--- config.mk ---
export PLATFORM = sky130hd
export DESIGN_NAME = sha512_msg_pack
export DESIGN_NICKNAME = d
export VERILOG_FILES = /design/src/rtl/hmac512_pkg.sv /design/src/rtl/sha512_byte_merge.sv /design/src/rtl/sha512_msg_pack.sv
export SDC_FILE = /design/constraint.sdc
export NUM_CORES = 1
export LEC_CHECK = 0
export CAP_MARGIN = 20
export CORE_MARGIN = 2
export CORE_UTILIZATION = 40
export DETAILED_ROUTE_END_ITERATION = 10
export HOLD_SLACK_MARGIN = 0.15
export PLACE_DENSITY = 0.66
export SLEW_MARGIN = 10
export SYNTH_ARGS = -nofsm -noshare
export SYNTH_HDL_FRONTEND = slang
export SYNTH_SLANG_ARGS = --single-unit
export TNS_END_PERCENT = 100
--- constraint.sdc ---
create_clock -name clk_i -period 10.2 [get_ports clk_i]
set_clock_uncertainty 0.2 [all_clocks]
set_input_delay 2.04 -clock clk_i [delete_from_list [all_inputs] [get_ports clk_i]]
set_output_delay 2.04 -clock clk_i [all_outputs]
set_load 0.01 [all_outputs]
--- src/rtl/hmac512_pkg.sv ---
// Shared types and helpers for the SHA-512 message packer: byte counts,
// strobe decoding, partial-entry masks and the packer state encoding.
package hmac512_pkg;

    localparam int InWDef  = 32;
    localparam int OutWDef = 64;
    localparam int LenWDef = 128;
    localparam int InB     = InWDef / 8;
    localparam int OutB    = OutWDef / 8;

    typedef logic [3:0] cnt_t;

    typedef struct packed {
        logic invalid;
        cnt_t cnt;
    } strb_dec_t;

    typedef enum logic [1:0] {
        StIdle,
        StPack,
        StFlush,
        StDone
    } pack_st_e;

    // Only left-aligned contiguous strobes (including all-zero) are legal.
    function automatic strb_dec_t strb_decode(input logic [InB-1:0] strb);
        strb_dec_t dec;
        dec.invalid = 1'b1;
        dec.cnt     = '0;
        for (int k = 0; k <= InB; k++) begin
            if (strb == ~({InB{1'b1}} >> k)) begin
                dec.invalid = 1'b0;
                dec.cnt     = cnt_t'(k);
            end
        end
        return dec;
    endfunction

    function automatic logic [OutB-1:0] mask_from_cnt(input cnt_t cnt);
        return ~({OutB{1'b1}} >> cnt);
    endfunction

endpackage

--- src/rtl/sha512_byte_merge.sv ---
// Appends the valid bytes of a write beat behind the pending bytes and splits
// the result into a full entry (when 8 or more bytes) and a left-aligned remainder.
module sha512_byte_merge
    import hmac512_pkg::*;
#(
    parameter int InW  = InWDef,
    parameter int OutW = OutWDef
) (
    input  logic [OutW-9:0] acc_i,
    input  logic [3:0]      acc_cnt_i,
    input  logic [InW-1:0]  data_i,
    input  logic [3:0]      n_i,
    output logic [OutW-1:0] word_o,
    output logic            full_o,
    output logic [OutW-9:0] rem_o,
    output logic [3:0]      cnt_o
);

    localparam int AccW  = OutW - 8;
    localparam int CatW  = AccW + InW;
    localparam int TailW = CatW - OutW;

    logic [InW-1:0]  data_keep;
    logic [CatW-1:0] cat;
    cnt_t            total;

    // acc_i is zero beyond its count, so OR-ing the shifted beat is a concatenation.
    assign data_keep = data_i & ~({InW{1'b1}} >> {n_i, 3'b000});
    assign cat       = {acc_i, {InW{1'b0}}} | ({data_keep, {AccW{1'b0}}} >> {acc_cnt_i, 3'b000});
    assign total     = acc_cnt_i + n_i;
    assign full_o    = (total >= cnt_t'(8));
    assign word_o    = cat[CatW-1 -: OutW];
    assign rem_o     = full_o ? {cat[TailW-1:0], {(AccW-TailW){1'b0}}} : cat[CatW-1 -: AccW];
    assign cnt_o     = full_o ? total - cnt_t'(8) : total;

endmodule

--- src/rtl/sha512_msg_pack.sv ---
// Write-side front end of the SHA-512 message FIFO: packs byte-strobed beats into
// big-endian 64-bit entries, counts message bits, and flushes a masked tail entry.
//
// state   | meaning
// StIdle  | engine off, no beats accepted
// StPack  | accepting beats, emitting full entries
// StFlush | draining the out register, then emitting the partial tail entry
// StDone  | message closed, length held until hash_done or a new hash_start
module sha512_msg_pack
    import hmac512_pkg::*;
#(
    parameter int InW  = InWDef,
    parameter int OutW = OutWDef,
    parameter int LenW = LenWDef
) (
    input  logic              clk_i,
    input  logic              rst_i,
    input  logic              sha_en,
    input  logic              hash_start,
    input  logic              hash_process,
    input  logic              hash_done,
    input  logic              in_valid,
    input  logic [InW-1:0]    in_data,
    input  logic [InW/8-1:0]  in_strb,
    output logic              in_ready,
    output logic              fifo_wvalid,
    output logic [OutW-1:0]   fifo_wdata,
    output logic [OutW/8-1:0] fifo_wmask,
    input  logic              fifo_wready,
    output logic [LenW-1:0]   message_length,
    output logic              flush_done,
    output logic              err_strb
);

    localparam int AccW = OutW - 8;

    pack_st_e          state_q, state_d;
    logic [AccW-1:0]   acc_q, acc_d;
    cnt_t              acc_cnt_q, acc_cnt_d;
    logic              ovalid_q, ovalid_d;
    logic [OutW-1:0]   odata_q, odata_d;
    logic [OutW/8-1:0] omask_q, omask_d;
    logic [LenW-1:0]   len_q, len_d;
    logic              flush_done_q, flush_done_d;
    logic              err_strb_q, err_strb_d;

    strb_dec_t         dec;
    logic              accept;
    logic [OutW-1:0]   m_word;
    logic              m_full;
    logic [AccW-1:0]   m_rem;
    cnt_t              m_cnt;

    assign dec      = strb_decode(in_strb);
    assign in_ready = (state_q == StPack) && (!ovalid_q || fifo_wready);
    assign accept   = in_valid && in_ready;

    sha512_byte_merge #(
        .InW  (InW),
        .OutW (OutW)
    ) u_merge (
        .acc_i     (acc_q),
        .acc_cnt_i (acc_cnt_q),
        .data_i    (in_data),
        .n_i       (dec.cnt),
        .word_o    (m_word),
        .full_o    (m_full),
        .rem_o     (m_rem),
        .cnt_o     (m_cnt)
    );

    always_comb begin
        state_d      = state_q;
        acc_d        = acc_q;
        acc_cnt_d    = acc_cnt_q;
        ovalid_d     = ovalid_q && !fifo_wready;
        odata_d      = odata_q;
        omask_d      = omask_q;
        len_d        = len_q;
        flush_done_d = 1'b0;
        err_strb_d   = 1'b0;

        if (!sha_en) begin
            state_d   = StIdle;
            acc_d     = '0;
            acc_cnt_d = '0;
            ovalid_d  = 1'b0;
            odata_d   = '0;
            omask_d   = '0;
        end else if (hash_start) begin
            state_d   = StPack;
            acc_d     = '0;
            acc_cnt_d = '0;
            ovalid_d  = 1'b0;
            odata_d   = '0;
            omask_d   = '0;
            len_d     = '0;
        end else begin
            case (state_q)
                StPack: begin
                    if (accept) begin
                        if (dec.invalid) begin
                            err_strb_d = 1'b1;
                        end else begin
                            acc_d     = m_rem;
                            acc_cnt_d = m_cnt;
                            len_d     = len_q + LenW'({dec.cnt, 3'b000});
                            if (m_full) begin
                                ovalid_d = 1'b1;
                                odata_d  = m_word;
                                omask_d  = '1;
                            end
                        end
                    end
                    if (hash_process) begin
                        state_d = StFlush;
                    end
                end
                StFlush: begin
                    if (!ovalid_q) begin
                        if (acc_cnt_q != '0) begin
                            ovalid_d  = 1'b1;
                            odata_d   = {acc_q, 8'h00};
                            omask_d   = mask_from_cnt(acc_cnt_q);
                            acc_d     = '0;
                            acc_cnt_d = '0;
                        end else begin
                            flush_done_d = 1'b1;
                            state_d      = StDone;
                        end
                    end
                end
                StDone: begin
                    if (hash_done) begin
                        state_d = StIdle;
                    end
                end
                default: begin
                end
            endcase
        end
    end

    always_ff @(posedge clk_i or posedge rst_i) begin
        if (rst_i) begin
            state_q      <= StIdle;
            acc_q        <= '0;
            acc_cnt_q    <= '0;
            ovalid_q     <= 1'b0;
            odata_q      <= '0;
            omask_q      <= '0;
            len_q        <= '0;
            flush_done_q <= 1'b0;
            err_strb_q   <= 1'b0;
        end else begin
            state_q      <= state_d;
            acc_q        <= acc_d;
            acc_cnt_q    <= acc_cnt_d;
            ovalid_q     <= ovalid_d;
            odata_q      <= odata_d;
            omask_q      <= omask_d;
            len_q        <= len_d;
            flush_done_q <= flush_done_d;
            err_strb_q   <= err_strb_d;
        end
    end

    assign fifo_wvalid    = ovalid_q;
    assign fifo_wdata     = odata_q;
    assign fifo_wmask     = omask_q;
    assign message_length = len_q;
    assign flush_done     = flush_done_q;
    assign err_strb       = err_strb_q;

endmodule

==> results of run 1 <==
[flip-flops by register name, indices dropped and copies added, names as in the netlist]
name	count
state_q	2
flush_done	1
err_strb	1
acc_q	56
acc_cnt_q	4
fifo_wmask	8
fifo_wdata	64
fifo_wvalid	1
message_length	125
[metrics by stage]
stage / hold slack [ns] / utilization / instances / cell area (sq um)
3_5_place_dp: 0.284 / 0.482 / 2299 / 17500
4_1_cts: 0.297 / 0.509 / 2353 / 18500
2_1_floorplan: 0.263 / - / 1668 / 14600
6_report: 0.291 / 0.510 / 2358 / 18600
5_1_grt: 0.320 / 0.510 / 2358 / 18600
3_3_place_gp: 0.275 / 0.481 / 2298 / 17500
[worst reg2reg max path: stages, from the launching register on]
cell and delay [ns]:
dfrtp_1 1.08, inv_1 0.34, nor2_1 0.71, nand2_1 0.45
nor2_1 0.70, a311oi_1 0.30, a21oi_1 0.21
[final cells by class]
| type | count | area share |
|---|---|---|
| Clock buffer | 45 | 0.0495 |
| Tap cell | 468 | 0.0316 |
| Sequential cell | 262 | 0.353 |
| Clock inverter | 9 | 0.00438 |
| Multi-Input combinational cell | 1271 | 0.410 |
| Timing Repair Buffer | 274 | 0.145 |
| Inverter | 29 | 0.00627 |
[how the worst max path moves through the flow]
stage | slack (ns) | endpoint | from
after floorplan | 0.75 | acc_cnt_q[0] | rst_i
after global placement | 3.33 | message_length[80] | in_strb[2]
after detailed placement | 3.34 | message_length[79] | in_strb[2]
after CTS | 3.93 | message_length[79] | in_strb[2]
after global routing | 3.70 | message_length[96] | in_strb[2]
final | 4.04 | message_length[118] | in_strb[2]
[per-layer routing]
layer	up-vias	share of wire
met5	-	0
met4	0	0.034
met3	118	0.081
met2	763	0.47
met1	7244	0.41
li1	6696	-
[logic make-up (layout without fill, tap and decap cells)]
logic type | after synthesis | after routing | share of synthesized area
DFF | 262 | 262 | 0.448
adders and majority gates | 11 | 11 | 0.0104
and+or+nand+nor | 653 | 653 | 0.230
other | 1 | 3 | 0.000256
AOI/OAI and AO/OA | 539 | 539 | 0.232
xor gates and xnor gates | 44 | 44 | 0.0263
buffers and inverters | 135 | 357 | 0.0380
muxes | 21 | 21 | 0.0150
[report_power, final]
group	switching [W]	internal, W
Combinational	0.000215	0.000113
Sequential	0.0000250	0.00107
Clock	0.000454	0.000644
[cells in the mapped netlist, drive strengths merged, types with 12 or more instances]
master / count / area [sq um]
a211oi: 32 / 250
a21oi: 206 / 1030
a221oi: 16 / 140
a22o: 14 / 123
a22oi: 26 / 195
a31oi: 28 / 175
and3: 13 / 81.3
and4: 12 / 106
clkbuf: 97 / 394
dfrtp: 262 / 6560
inv: 28 / 105
mux2i: 13 / 130
nand2: 128 / 480
nand2b: 23 / 144
nand3: 59 / 300
nand4: 51 / 325
nor2: 162 / 608
nor3: 54 / 270
nor4: 34 / 225
o21ai: 99 / 495
o31ai: 40 / 300
or3: 35 / 219
or4: 40 / 304
xnor2: 28 / 245
xor2: 16 / 140
==> flow_summary_export.csv, run 1 <==
group,metric,value,unit
sta,period_share,0.604,
synthesis,synth_edf_count,0,
floorplanning,core-area,0.0363,sq mm
worst_setup_path,path_buf_inv,2,
sta,worstMarginPinSlew,1.12,ns
worst_setup_path,rrSetupSlack,6.13,ns
clocking,insertion_delay,0.57,ns
grt,grt_util_met1,0.366,
clocking,cts.sinks,262,
placed_design,gp_congestion,0.939,
worst_setup_path,path_cells,"clkdlybuf4s50_1 > nor2b_1 > nor4_1 > ha_1 > nand3_1 > a211oi_2 > and3_1 > nand4_1 > buf_6 > or4_1 > a21oi_1",
synthesis,yosysUniqueCellTypes,74,
floorplanning,rows,70,
route,drt_iter0_drc,1507,
clocking,clkSlewWorstSetupHoldPaths,0.06,ns
grt,grtUsageMet3,0.0352,
worst_setup_path,critPathKind,"input port to register",
worst_hold_path,worstHoldEndpoint,"acc_q[1]",
layout,final_cell_mix,"dfrtp_1 (262), clkdlybuf4s50_1 (244), a21oi_1 (205), nor2_1 (160), nand2_1 (128)",
worst_setup_path,crit_path_start_kind,"input port",
synthesis,seq_area_frac_synth,0.448,
clocking,cts_tree,"yes",
status,status,"completed",
route,vias,14800,
layout,area_growth,26.8,%
layout,final_net_count,1923,
layout,multi_input_area,0.00761,sq mm
worst_setup_path,cp.arrival,6.44,ns
synthesis,avgSynthCellArea,8.78,sq um
grt,grt_pass1_wl,82.0,mm
clocking,post_cts_buffers,0,
clocking,cts_buffers,30,
power_and_ir_drop,max-vdd-ir-drop,137,uV
sta,fin_ws,4.04,ns
worst_setup_path,critical_path_required,10.48,ns
sta,rsz0062_at_grt,"no",
floorplanning,die_area,0.0381,sq mm
clocking,h-tree-depth,1,
route,post-route-drc-count,0,
worst_setup_path,critPathMaxStageDelay,0.69,ns
sta,hold_viol,0,
worst_setup_path,cp-end-kind,"register",
floorplanning,fp.dieW,195,microns
grt,busiest_layer,"met2",
synthesis,syn_inst,1666,
layout,antenna_cells,0,
worst_hold_path,worstHoldStart,"acc_q[1]",
power_and_ir_drop,p_leak,7.08,nW
clocking,hold_buffers,0,
layout,ff_latch_area,0.00656,sq mm
floorplanning,start_util,0.403,
synthesis,synthFlopType,"dfrtp_1",
job,maxCapViolCount,0,
floorplanning,die-height,195,microns
synthesis,yosysWarnings,0,
synthesis,synth_area,0.0146,sq mm
grt,antenna_found_initial,0,
route,ant_nets,0,
worst_setup_path,reg2reg_depth,6,
worst_hold_path,whs_path_depth,2,
grt,grt_pass1_vias,14100,
worst_setup_path,r2r_start,"acc_cnt_q[2]",
synthesis,async_reset_ff_frac,1.00,
route,wl_per_cell,22.2,microns
grt,overflow,0,
layout,final_common_cell,"dfrtp_1",
clocking,clock-root-buffer,"clkbuf_16",
floorplanning,ios,248,
grt,grt_max_degree,164,
sta,finalCriticalPeriod,6.16,ns
synthesis,ys_ff_latch,262,
power_and_ir_drop,cellPowerDensity,136,mW/mm^2
worst_setup_path,path_max_fanout,16,
sta,fmax,0.162,GHz
sta,tns,0,ns
sta,slew_violations,0,
route,wl,52.4,mm
power_and_ir_drop,p_total,0.00252,W
layout,layout-drive-gt1-share,0.0661,
layout,fill_cells,3391,
clocking,clock_path_buffers,3,
placed_design,post-place-ws,3.34,ns
grt,grt_use_total,0.269,
worst_setup_path,r2r-end,"fifo_wdata[31]",
worst_hold_path,holdCritPathClass,"register to register",
grt,grt_use_met2,0.444,
worst_setup_path,cp_num_cells,11,
sta,slew_headroom,0.251,
route,vias_per_cell,6.29,
clocking,ctsResizeCount,0,
worst_setup_path,cp_top_family,"simple AND/OR/NAND/NOR gates",
worst_setup_path,critPathSlowestCell,"clkdlybuf4s50_1",
route,dr.pass1.iters,7,
sta,finalSetupViolCount,0,
placed_design,io_buffers,244,
placed_design,place_hpwl,37.4,mm
Power figures use the tool's default switching activity.
==> inputs of run 2 (changes only) <==
PLACE_DENSITY = 0.68   (was 0.66)
clock period = 5.15 ns   (was 10.2 ns; I/O delays follow)
==> run 2 against run 1 <==
Compared with the run above:
- first-iteration DRC count fell by 0.27%
- combinational power up 110%
- critical path depth increased by 2
- flip-flop and latch count unchanged
- worst setup slack worse by 3.4 ns
- wire length about the same
- clock-buffer cell count fell by 6
- global-route usage up 0.28 points
- final area is 2.3% higher
- final cell count is 1.1% higher
- sequential share of layout area fell by 0.79 points
- clock power up 130%
- largest cell class unchanged
==> flow_summary_export.csv, run 2 (same netlist as run 1, synthesis figures left out) <==
group,metric,value,unit
placed_design,post-place-ws,0.171,ns
worst_setup_path,cp-end-kind,"register",
worst_setup_path,cp.arrival,4.77,ns
route,ant_nets,0,
clocking,clock-root-buffer,"clkbuf_16",
route,vias,14900,
route,drt_iter0_drc,1503,
floorplanning,rows,70,
clocking,hold_buffers,0,
worst_hold_path,holdCritPathClass,"register to register",
worst_hold_path,worstHoldStart,"acc_q[6]",
worst_hold_path,whs_path_depth,2,
placed_design,place_area,0.0178,sq mm
layout,final_common_cell,"dfrtp_1",
worst_setup_path,r2r-end,"fifo_wdata[28]",
sta,finalSetupViolCount,0,
worst_hold_path,worstHoldEndpoint,"acc_q[6]",
status,status,"completed",
route,post-route-drc-count,0,
worst_setup_path,path_max_fanout,35,
floorplanning,start_util,0.403,
sta,slew_headroom,0.269,
sta,worstMarginPinSlew,1.09,ns
floorplanning,core-area,0.0363,sq mm
worst_setup_path,critPathKind,"input port to register",
clocking,cts.sinks,262,
clocking,ctsResizeCount,0,
job,maxCapViolCount,0,
sta,fin_ws,0.676,ns
floorplanning,fp.dieW,195,microns
route,vias_per_cell,6.26,
clocking,clkSlewWorstSetupHoldPaths,0.06,ns
placed_design,place_hpwl,37.8,mm
sta,rsz0062_at_grt,"no",
layout,area_growth,29.7,%
route,wl_per_cell,22.0,microns
sta,period_share,0.869,
placed_design,io_buffers,244,
floorplanning,ios,248,
power_and_ir_drop,cellPowerDensity,283,mW/mm^2
grt,grt_pass1_vias,14200,
sta,finalCriticalPeriod,4.47,ns
clocking,cts_buffers,31,
power_and_ir_drop,p_total,0.00537,W
route,dr.pass1.iters,6,
grt,overflow,0,
power_and_ir_drop,max-vdd-ir-drop,227,uV
grt,grt_pass1_wl,82.6,mm
clocking,post_cts_buffers,0,
sta,fmax,0.224,GHz
clocking,insertion_delay,0.58,ns
layout,layout-drive-gt1-share,0.0794,
worst_setup_path,reg2reg_depth,6,
worst_setup_path,critical_path_required,5.44,ns
floorplanning,die_area,0.0381,sq mm
worst_setup_path,r2r_start,"acc_cnt_q[2]",
clocking,h-tree-depth,1,
grt,grt_use_total,0.271,
layout,largest_reg_flops,125,
sta,tns,0,ns
worst_setup_path,rrSetupSlack,1.17,ns
sta,hold_viol,0,
route,wl,52.5,mm
layout,final_cell_mix,"dfrtp_1 (262), clkdlybuf4s50_1 (244), a21oi_1 (205), nor2_1 (160), nand2_1 (128)",
clocking,cts_tree,"yes",
worst_setup_path,crit_path_start_kind,"input port",
floorplanning,die-height,195,microns
power_and_ir_drop,p_leak,7.29,nW
layout,finish.instance_area,0.0190,sq mm
clocking,clock_path_buffers,3,
grt,grt_max_degree,120,
placed_design,gp_congestion,0.932,
sta,slew_violations,0,
layout,final_net_count,1944,
placed_design,placedCellCount,2323,
grt,antenna_found_initial,1,
layout,fin_cells,2383,
## run 2: routing by layer
| layer | GRT usage | wire [microns] | up-vias | part of all wire |
|---|---|---|---|---|
| met3 | 0.0418 | 4160 | 127 | 0.079 |
| met5 | 0 | 0 | - | 0 |
| met2 | 0.446 | 25100 | 730 | 0.48 |
| met4 | 0.0944 | 1750 | 0 | 0.033 |
| li1 | - | - | 6740 | - |
| met1 | 0.367 | 21400 | 7325 | 0.41 |
## run 2: cell type report
type                    instances  area (sq um)
fillers                      3370         17400
multi-input cells            1271          7610
flip-flops and latches        262          6560
repair buffers                294          2920
clock buffers                  39           876
well taps                     468           586
clock inverters                19           312
inverters                      29           113
diodes                          1          2.50
## run 2: report_power, final
part,internal [W],total [W],switching [W],leakage (nW)
Combinational,0.000243,0.000673,0.000430,3.07
Sequential,0.00212,0.00216,0.0000476,3.64
Clock,0.00160,0.00253,0.000927,0.584
Total,0.00396,0.00537,0.00141,7.29
## run 2: worst max-delay path by stage
stage	startpoint	to	slack, ns	cells past startpoint
after floorplan	rst_i	acc_cnt_q[0]	0.46	1
after global placement	in_strb[3]	message_length[81]	0.18	13
after detailed placement	in_strb[3]	message_length[95]	0.17	13
after CTS	in_strb[3]	message_length[79]	0.76	13
after global routing	in_strb[3]	message_length[83]	0.56	13
final	in_strb[3]	message_length[79]	0.68	13
## run 2: worst max-delay path: stages
cell             delay, ns
clkdlybuf4s50_1       0.65
inv_2                 0.12
nor4_1                0.44
buf_4                 0.19
ha_1                  0.15
inv_1                 0.05
fa_1                  0.37
nor2b_1               0.17
o21ai_0               0.13
or4b_1                0.57
buf_12                0.20
or4_1                 0.52
a21oi_1               0.16
## run 2: through the flow
step | util | hold slack [ns]
floorplan | - | 0.263
global placement | 0.488 | 0.272
detailed placement | 0.489 | 0.283
CTS | 0.522 | 0.300
global route | 0.522 | 0.313
finish | 0.522 | 0.299
